File: src/rtl/alu_pkg.sv
// Shared opcode and FSM state encodings for the bit-serial ALU and its slice.
package alu_pkg;

    localparam logic [2:0] ALU_ADD = 3'd2;
    localparam logic [2:0] ALU_SUB = 3'd3;
    localparam logic [2:0] ALU_AND = 3'd4;
    localparam logic [2:0] ALU_OR  = 3'd5;
    localparam logic [2:0] ALU_NOR = 3'd6;
    localparam logic [2:0] ALU_XOR = 3'd7;

    localparam logic [1:0] ST_IDLE_ENC = 2'd0;
    localparam logic [1:0] ST_RUN_ENC  = 2'd1;
    localparam logic [1:0] ST_DONE_ENC = 2'd2;

    typedef enum logic [1:0] {
        ST_IDLE = ST_IDLE_ENC,
        ST_RUN  = ST_RUN_ENC,
        ST_DONE = ST_DONE_ENC
    } alu_state_t;

endpackage

File: src/rtl/serial_alu_slice.sv
// Combinational 1-bit ALU slice: control[2]=0 is add/sub (control[0] inverts B),
// control[2]=1 selects AND/OR/NOR/XOR by control[1:0]. Carry chain always runs.
module serial_alu_slice
    import alu_pkg::*;
(
    input  logic       a_i,
    input  logic       b_i,
    input  logic       cin_i,
    input  logic [2:0] control_i,
    output logic       res_o,
    output logic       cout_o
);

    logic b_eff;

    always_comb begin
        b_eff  = b_i ^ control_i[0];
        cout_o = (a_i & b_eff) | (a_i & cin_i) | (b_eff & cin_i);
        res_o  = a_i ^ b_eff ^ cin_i;
        if (control_i[2]) begin
            unique case (control_i)
                ALU_AND: res_o = a_i & b_i;
                ALU_OR:  res_o = a_i | b_i;
                ALU_NOR: res_o = ~(a_i | b_i);
                default: res_o = a_i ^ b_i;
            endcase
        end
    end

endmodule

File: src/rtl/serial_alu32.sv
// Bit-serial ALU sequencer, LSB first. Define SERIAL_ALU_DUAL_SLICE_EN to chain two
// slices per cycle (two bits per RUN edge, WIDTH must be even).
//
// state | meaning
// IDLE  | waiting for start; operands latched on accept
// RUN   | one (or two) bits per edge through the slice, carry fed back
// DONE  | result and flags valid, done pulse for one cycle
module serial_alu32
    import alu_pkg::*;
#(
    parameter int WIDTH = 32
) (
    input  logic             clock,
    input  logic             reset,
    input  logic             start,
    input  logic [WIDTH-1:0] A,
    input  logic [WIDTH-1:0] B,
    input  logic [2:0]       control,
    output logic             busy,
    output logic             done,
    output logic [WIDTH-1:0] out,
    output logic             carryout,
    output logic             overflow,
    output logic             zero,
    output logic             negative
);

`ifdef SERIAL_ALU_DUAL_SLICE_EN
    localparam int LANES = 2;
`else
    localparam int LANES = 1;
`endif
    localparam int STEPS = WIDTH / LANES;
    localparam int CW    = $clog2(WIDTH);
    localparam logic [CW-1:0] LAST = CW'(STEPS - 1);

    if (WIDTH < 2) begin : g_width_min
        $error("serial_alu32: WIDTH must be >= 2");
    end
`ifdef SERIAL_ALU_DUAL_SLICE_EN
    if (WIDTH % 2 != 0) begin : g_width_even
        $error("serial_alu32: WIDTH must be even with the dual-slice build");
    end
`endif

    alu_state_t       state_q, state_d;
    logic [WIDTH-1:0] a_q, b_q, res_q, out_q;
    logic [2:0]       ctrl_q;
    logic [CW-1:0]    cnt_q;
    logic             carry_q, carryout_q, overflow_q;

    logic             r0, c0;
    logic [LANES-1:0] lane_bits;
    logic             cin_msb, cout_msb;
    logic [WIDTH+LANES-1:0] res_cat;
    logic [WIDTH-1:0] res_next;

    serial_alu_slice u_slice0 (
        .a_i       (a_q[0]),
        .b_i       (b_q[0]),
        .cin_i     (carry_q),
        .control_i (ctrl_q),
        .res_o     (r0),
        .cout_o    (c0)
    );

`ifdef SERIAL_ALU_DUAL_SLICE_EN
    logic r1, c1;

    serial_alu_slice u_slice1 (
        .a_i       (a_q[1]),
        .b_i       (b_q[1]),
        .cin_i     (c0),
        .control_i (ctrl_q),
        .res_o     (r1),
        .cout_o    (c1)
    );

    assign lane_bits = {r1, r0};
    assign cin_msb   = c0;
    assign cout_msb  = c1;
`else
    assign lane_bits = r0;
    assign cin_msb   = carry_q;
    assign cout_msb  = c0;
`endif

    // New bits enter at the MSB end so after STEPS shifts bit 0 sits at out[0].
    assign res_cat  = {lane_bits, res_q};
    assign res_next = res_cat[WIDTH+LANES-1:LANES];

    always_ff @(posedge clock) begin
        if (reset) begin
            state_q <= ST_IDLE;
        end else begin
            state_q <= state_d;
        end
    end

    always_comb begin
        state_d = state_q;
        unique case (state_q)
            ST_IDLE: if (start) state_d = ST_RUN;
            ST_RUN:  if (cnt_q == LAST) state_d = ST_DONE;
            ST_DONE: state_d = ST_IDLE;
            default: state_d = ST_IDLE;
        endcase
    end

    always_comb begin
        busy = (state_q == ST_RUN) || (state_q == ST_DONE);
        done = (state_q == ST_DONE);
    end

    always_ff @(posedge clock) begin
        if (reset) begin
            a_q        <= '0;
            b_q        <= '0;
            res_q      <= '0;
            out_q      <= '0;
            ctrl_q     <= '0;
            cnt_q      <= '0;
            carry_q    <= 1'b0;
            carryout_q <= 1'b0;
            overflow_q <= 1'b0;
        end else begin
            unique case (state_q)
                ST_IDLE: begin
                    if (start) begin
                        a_q     <= A;
                        b_q     <= B;
                        ctrl_q  <= control;
                        cnt_q   <= '0;
                        carry_q <= control[0] & ~control[2];
                    end
                end
                ST_RUN: begin
                    a_q     <= a_q >> LANES;
                    b_q     <= b_q >> LANES;
                    res_q   <= res_next;
                    carry_q <= cout_msb;
                    cnt_q   <= cnt_q + 1'b1;
                    if (cnt_q == LAST) begin
                        out_q      <= res_next;
                        carryout_q <= cout_msb & ~ctrl_q[2];
                        overflow_q <= (cin_msb ^ cout_msb) & ~ctrl_q[2];
                    end
                end
                default: ;
            endcase
        end
    end

    assign out      = out_q;
    assign carryout = carryout_q;
    assign overflow = overflow_q;
    assign zero     = (out_q == '0);
    assign negative = out_q[WIDTH-1];

endmodule

File: config.mk
export PLATFORM = sky130hd
export DESIGN_NAME = serial_alu32
export DESIGN_NICKNAME = d
export VERILOG_FILES = /design/src/rtl/alu_pkg.sv /design/src/rtl/serial_alu_slice.sv /design/src/rtl/serial_alu32.sv
export SDC_FILE = /design/constraint.sdc
export NUM_CORES = 1
export LEC_CHECK = 0
export BUFFER_PORTS_ARGS = -buffer_cell sky130_fd_sc_hd__buf_4
export CELL_PAD_IN_SITES_DETAIL_PLACEMENT = 0
export CELL_PAD_IN_SITES_GLOBAL_PLACEMENT = 1
export CORE_UTILIZATION = 36
export DETAILED_ROUTE_END_ITERATION = 16
export GPL_ROUTABILITY_DRIVEN = 0
export PLACE_DENSITY_LB_ADDON = 0.1
export SLEW_MARGIN = 20
export SYNTH_ARGS = -nofsm -noshare
export SYNTH_HDL_FRONTEND = slang
export SYNTH_SLANG_ARGS = --single-unit
File: constraint.sdc
create_clock -name clock -period 2.5 [get_ports clock]
set_input_delay 0.375 -clock clock [delete_from_list [all_inputs] [get_ports clock]]
set_output_delay 0.375 -clock clock [all_outputs]
set_load 0.01 [all_outputs]
==> results of run 1 <==
==> layout by cell type, fill, tap and decap left out, types with 5 or more instances in the layout <==
master / n
nand3_1: 6
buf_4: 110
nor2_1: 104
ha_1: 6
a21oi_1: 45
buf_12: 6
nor4_1: 8
inv_1: 5
nand2b_1: 5
a211oi_2: 60
mux2i_1: 92
clkbuf_16: 17
dfxtp_1: 140
nand2_1: 71
==> worst paths after layout <==
kind	start	endpoint	slack (ns)	depth (start not counted)
worst max register to register	state_q[0]	b_q[16]	0.48	7
worst min-delay path	control[1]	ctrl_q[1]	0.25	3
worst max-delay path	out[23]	zero	0.41	4
worst min register to register	carryout	carryout	0.46	2
==> critical path, delay by kind of cell (launching register included) <==
kind | cells | cell delay, ns
flops | 1 | 0.32
simple gates | 3 | 0.85
buf+inv | 1 | 0.13
==> metrics by stage <==
stage | instances | cell area [sq um]
5_1_grt | 945 | 7690
4_1_cts | 945 | 7690
6_report | 945 | 7690
3_3_place_gp | 913 | 7080
3_5_place_dp | 913 | 7080
2_1_floorplan | 628 | 6140
==> layout make-up <==
class	count	share of cell area (%)
clock buffers	21	6.12
clock inverters	11	1.84
inverters	5	0.244
multi-input cells	431	39.3
flip-flops and latches	140	36.4
well taps	220	3.58
repair buffers	117	12.4
==> kinds of logic (layout without fill, tap and decap cells) <==
| family | count (synthesis) | count (layout) | share of synthesized area (%) |
|---|---|---|---|
| buffers and inverters | 57 | 154 | 5.34 |
| multiplexers | 93 | 93 | 15.2 |
| XOR/XNOR | 2 | 2 | 0.285 |
| AND/OR/NAND/NOR | 210 | 210 | 14.4 |
| flip-flops | 140 | 140 | 45.6 |
| AO/OA/AOI/OAI | 118 | 118 | 17.5 |
| adder cells (fa/ha/maj) | 8 | 8 | 1.75 |
==> sequential cells by signal (all words and copies together), names as in the netlist <==
register,count
a_q,32
b_q,32
carry_q,1
carryout,1
cnt_q,5
ctrl_q,3
out,32
overflow,1
res_q,31
state_q,2
==> power by group through the flow <==
stage	registers (mW)	clock network (mW)	logic, mW
floorplan	2.49	0	0.695
global placement	2.51	0	0.836
detailed placement	2.52	0	0.855
CTS	2.47	2.67	0.859
global route	2.48	2.77	0.931
finish	2.46	2.59	0.844
==> routing by layer <==
layer	wire length [um]	track usage [%]
met2	6220	25.6
met3	611	4.56
met1	6460	20.4
met5	0	0
met4	171	5.56
==> impl_metrics.env, run 1 <==
export IMPL_cts_tree="done"
export IMPL_diodes=0
export IMPL_clkLatencyLatePin_ns=0.41
export IMPL_yosysTopAreaCell="dfxtp_1"
export IMPL_rsz0062_at_grt="false"
export IMPL_slowest_delay_ns=0.49
export IMPL_grt_overflow=0
export IMPL_firstDrtPassIters=4
export IMPL_cts_repair_resized=0
export IMPL_setup_tns_final_ns=0
export IMPL_syn2layout_area_growth_pct=25.2
export IMPL_ys_seq_area_share_pct=45.6
export IMPL_core_sq_um=16600
export IMPL_fp_dieH_um=133
export IMPL_internal_power_mw=4.41
export IMPL_htreeDepth=4
export IMPL_drt_iter0_drc=171
export IMPL_post_route_min_period_ns=2.09
export IMPL_clockBufferDepth=2
export IMPL_synth_cell_type_count=36
export IMPL_synth_edf_count=0
export IMPL_p_switching_mw=1.50
export IMPL_routed_via_count=4542
export IMPL_dp_hpwl_um=8970
export IMPL_drive_gt1_share_pct=29.4
export IMPL_seq_area_sq_um=2800
export IMPL_multi_input_area_sq_um=3030
export IMPL_fin_hold_ws_ns=0.247
export IMPL_drcViolationCount=0
export IMPL_pre_cts_ws_ns=0.474
export IMPL_hold_viol=0
export IMPL_clkPwrFrac_pct=44.0
export IMPL_cp_start_kind="register"
export IMPL_cp_data_arrival_time_ns=1.71
export IMPL_clk_pin_slew_ns=0.06
export IMPL_min_delay_path_class="input port to register"
export IMPL_synthFlopType="dfxtp_1"
export IMPL_yosysWarningCount=0
export IMPL_hold_buffers=0
export IMPL_layout_setup_ws_ns=0.411
export IMPL_final_core_util_pct=46.2
export IMPL_swShare_pct=25.3
export IMPL_synthArstFlopShare_pct=0
export IMPL_n_fill_cell=1615
export IMPL_grt_pass1_wl_um=22200
export IMPL_outcome="complete, no violations"
export IMPL_syn_inst=628
export IMPL_wl_um=13500
export IMPL_finalCritPeriodShare_pct=83.6
export IMPL_post_cts_buffers=0
export IMPL_setup_viol=0
export IMPL_syn_area_sq_um=6140
export IMPL_synth_area_top_cells="dfxtp_1 46%, mux2i_1 15%, a211oi_2 12%"
export IMPL_fmax_ghz=0.479
export IMPL_rows=47
export IMPL_cts_root_buf="clkbuf_16"
export IMPL_grt_use_total_pct=16.0
export IMPL_antenna_found_initial=0
export IMPL_syn_nets=706
export IMPL_worst_pin_slew_ns=0.675
export IMPL_nets=790
export IMPL_cp_end_kind="output port"
export IMPL_ys_top_cells_by_count="140 x dfxtp_1, 104 x nor2_1, 92 x mux2i_1, 71 x nand2_1, 60 x a211oi_2"
export IMPL_power_mw=5.90
export IMPL_fin_worst_skew_ns=0.00643
export IMPL_cts_buffers=17
export IMPL_cts_sinks=140
export IMPL_avgSynthCellArea_sq_um=9.78
export IMPL_critPathKind="register to output port"
export IMPL_crit_chain="nor4_1 -> nand4_1 -> nor2_1 -> buf_4"
export IMPL_ant_nets=0
export IMPL_ir_drop_mv=0.446
export IMPL_chipWidth_um=133
export IMPL_pwr_share_comb_pct=14.3
export IMPL_start_util_pct=36.9
export IMPL_worstPathRequired_ns=2.12
export IMPL_wl_per_cell_um=14.2
export IMPL_p_leak_nw=2.96
export IMPL_grt_pass1_vias=4496
export IMPL_synth_top_area_share_pct=45.6
export IMPL_path_max_fanout=3
export IMPL_pin_count=108
export IMPL_p_per_area_nw_per_um2=768
export IMPL_die_area_sq_um=17600
export IMPL_drv_slew=0
export IMPL_maxCapViolations=0
export IMPL_ys_ff_latch=140
export IMPL_pwr_share_seq_pct=41.8
export IMPL_grt_max_degree=62
export IMPL_synth_most_common_cell="dfxtp_1"
export IMPL_port_buffers=107
export IMPL_relSlewSlack_pct=54.6
export IMPL_viasPerCell=4.81
export IMPL_crit_slowest_cell="nor4_1"
Note: power is estimated with default switching activity, not from simulation.
==> run 2, diff against run 1 <==
ABC_AREA = 1   (was unset)
clock period = 1.8 ns   (was 2.5 ns; I/O delays follow)
==> run 2 against run 1 <==
Routed wire length up 2.4%. Combinational power about the same. Cell count is 9.3% higher. First-iteration DRC count increased by 40%. Highest routed layer unchanged. Non-clock buffer count increased by 7. Critical path depth grew 1. Largest power group unchanged. Hold slack lost 0.12 ns.
==> impl_metrics.env, run 2 <==
export IMPL_outcome="complete, no violations"
export IMPL_rr_worst_depth=8
export IMPL_cp_data_arrival_time_ns=1.46
export IMPL_ir_drop_mv=0.641
export IMPL_hold_buffers=0
export IMPL_relSlewSlack_pct=71.5
export IMPL_slowest_delay_ns=0.32
export IMPL_clk_pin_slew_ns=0.06
export IMPL_r2r_start="state_q[1]"
export IMPL_firstDrtPassIters=6
export IMPL_rsz0062_at_grt="true"
export IMPL_critical_path_depth=5
export IMPL_yosysWarningCount=0
export IMPL_internal_power_mw=5.75
export IMPL_cp_start_kind="register"
export IMPL_finalCritPeriodShare_pct=96.1
export IMPL_synth_area_top_cells="dfxtp_1 50%, nand2_1 14%, a31oi_1 6.9%"
export IMPL_ys_ff_latch=140
export IMPL_cts_tree="done"
export IMPL_routed_via_count=5173
export IMPL_fin_worst_skew_ns=0.00488
export IMPL_grt_max_degree=100
export IMPL_ys_seq_area_share_pct=49.9
export IMPL_port_buffers=107
export IMPL_critPathCapture="zero"
export IMPL_synth_most_common_cell="nand2_1"
export IMPL_critPathKind="register to output port"
export IMPL_cts_buffers=17
export IMPL_synthFlopType="dfxtp_1"
export IMPL_pin_count=108
export IMPL_dp_hpwl_um=8530
export IMPL_crit_path_frequent_cell="nor2_1"
export IMPL_drt_iter0_drc=240
export IMPL_rows=45
export IMPL_worstPathRequired_ns=1.53
export IMPL_die_area_sq_um=16100
export IMPL_wl_per_cell_um=13.3
export IMPL_grt_overflow=0
export IMPL_grt_pass1_wl_um=23000
export IMPL_chipWidth_um=127
export IMPL_clkPwrFrac_pct=44.5
export IMPL_path_max_fanout=3
export IMPL_antenna_found_initial=0
export IMPL_syn2layout_area_growth_pct=29.1
export IMPL_pwr_share_comb_pct=11.1
export IMPL_htreeDepth=4
export IMPL_p_switching_mw=1.83
export IMPL_post_route_min_period_ns=1.73
export IMPL_r2r_end="a_q[2]"
export IMPL_crit_path_start="out[25]"
export IMPL_maxCapViolations=0
export IMPL_drv_slew=0
export IMPL_yosysTopAreaCell="dfxtp_1"
export IMPL_synth_top_area_share_pct=49.9
export IMPL_wl_um=13800
export IMPL_ys_top_cells_by_count="207 x nand2_1, 140 x dfxtp_1, 79 x nor2_1, 68 x o21ai_0, 62 x a31oi_1"
export IMPL_start_util_pct=36.9
export IMPL_worst_pin_slew_ns=0.428
export IMPL_pwr_share_seq_pct=44.3
export IMPL_fp_dieH_um=127
export IMPL_crit_slowest_cell="dfxtp_1"
export IMPL_grt_use_total_pct=17.8
export IMPL_cts_sinks=140
export IMPL_ff2ff_setup_slack_ns=0.14
export IMPL_crit_buf_inv=1
export IMPL_cp_end_kind="output port"
export IMPL_layout_common_cells="207 x nand2_1, 138 x dfxtp_1, 114 x buf_4, 79 x nor2_1, 67 x o21ai_0"
export IMPL_syn_nets=823
export IMPL_synth_cell_type_count=24
export IMPL_min_delay_path_class="input port to register"
export IMPL_viasPerCell=5.01
export IMPL_syn_inst=745
export IMPL_nets=910
export IMPL_synthArstFlopShare_pct=0
export IMPL_synth_edf_count=0
export IMPL_drive_gt1_share_pct=19.4
export IMPL_clockBufferDepth=2
export IMPL_ant_nets=0
export IMPL_setup_viol=0
export IMPL_clkLatencyLatePin_ns=0.42
export IMPL_crit_chain="nor2_1 -> nand4_1 -> or2_4 -> nor2_1 -> buf_4"
export IMPL_n_fill_cell=1566
export IMPL_drcViolationCount=0
export IMPL_avgSynthCellArea_sq_um=7.53
export IMPL_cts_root_buf="clkbuf_16"
export IMPL_p_leak_nw=2.94
export IMPL_swShare_pct=24.1
export IMPL_p_per_area_nw_per_um2=1050
export IMPL_final_core_util_pct=47.7
export IMPL_power_mw=7.58
export IMPL_diodes=0
export IMPL_hold_viol=0
export IMPL_grt_pass1_vias=4769
export IMPL_setup_tns_final_ns=0
export IMPL_cpLargestDelayFamily="simple AND/OR/NAND/NOR gates"
export IMPL_fmax_ghz=0.578
export IMPL_layout_commonest_cell="nand2_1"
export IMPL_core_sq_um=15200
export IMPL_syn_area_sq_um=5610
==> run 2: metal layers <==
layer  GRT usage, %  routed length [um]  part of all wire, %
met1           21.9                6590                   48
met2           29.8                6370                   46
met3           4.77                 612                  4.4
met4           6.72                 210                  1.5
met5              0                   0                    0
==> run 2: layout make-up <==
| cell class | instances | area [sq um] | share of cell area [%] |
|---|---|---|---|
| sequential | 140 | 2810 | 38.7 |
| timing repair buffer | 124 | 1070 | 14.7 |
| clock buffer | 26 | 519 | 7.17 |
| multi-input combinational | 530 | 2490 | 34.3 |
| clock inverter | 6 | 57.6 | 0.794 |
| tap | 188 | 235 | 3.25 |
| inverter | 19 | 71.3 | 0.984 |
==> run 2: timing repair <==
item                                    in CTS  in global routing
gates resized for setup                      1                  5
pin swaps                                    1                  4
setup buffers                                0                  0
cloned                                       0                  1
endpoints found under the setup margin       1                 13
==> run 2: power groups by stage <==
stage                     Sequential, mW  Clock (mW)  Combinational (mW)
after global routing                3.38        3.58               0.951
final                               3.36        3.37               0.844
after global placement              3.42           0               0.822
after floorplan                     3.40           0               0.544
after CTS                           3.36        3.45               0.837
after detailed placement            3.42           0               0.834
==> run 2: tightest hold or removal path: stages <==
cell and delay [ns]:
buf_4 0.11, nand2_1 0.05, a31oi_1 0.07
==> run 2: how the worst min path moves through the flow <==
stage,start,to,slack (ns),cells past startpoint
floorplan,B[12],b_q[12],0.43,2
global placement,res_q[1],res_q[1],0.45,2
detailed placement,res_q[1],res_q[1],0.45,2
CTS,A[16],a_q[16],0.11,3
global route,A[23],a_q[23],0.12,3
finish,A[16],a_q[16],0.13,3
==> run 2: kinds of logic after synthesis <==
logic type	Yosys count	share of synthesized area, %
and+or+nand+nor	306	21.0
AOI/OAI and AO/OA	213	20.4
DFF	140	49.9
buffers and inverters	75	6.20
adders and majority gates	8	1.92
xor gates and xnor gates	3	0.468
==> run 2: through the flow <==
stage | instances | hold WS [ns] | worst slack, ns | area [sq um]
final | 1033 | 0.125 | 0.0704 | 7240
after global routing | 1033 | 0.121 | -0.00301 | 7240
after CTS | 1032 | 0.112 | 0.0120 | 7210
after detailed placement | 1000 | 0.450 | 0.147 | 6630
after global placement | 1000 | 0.449 | 0.184 | 6630
after floorplan | 745 | 0.430 | 0.304 | 5610
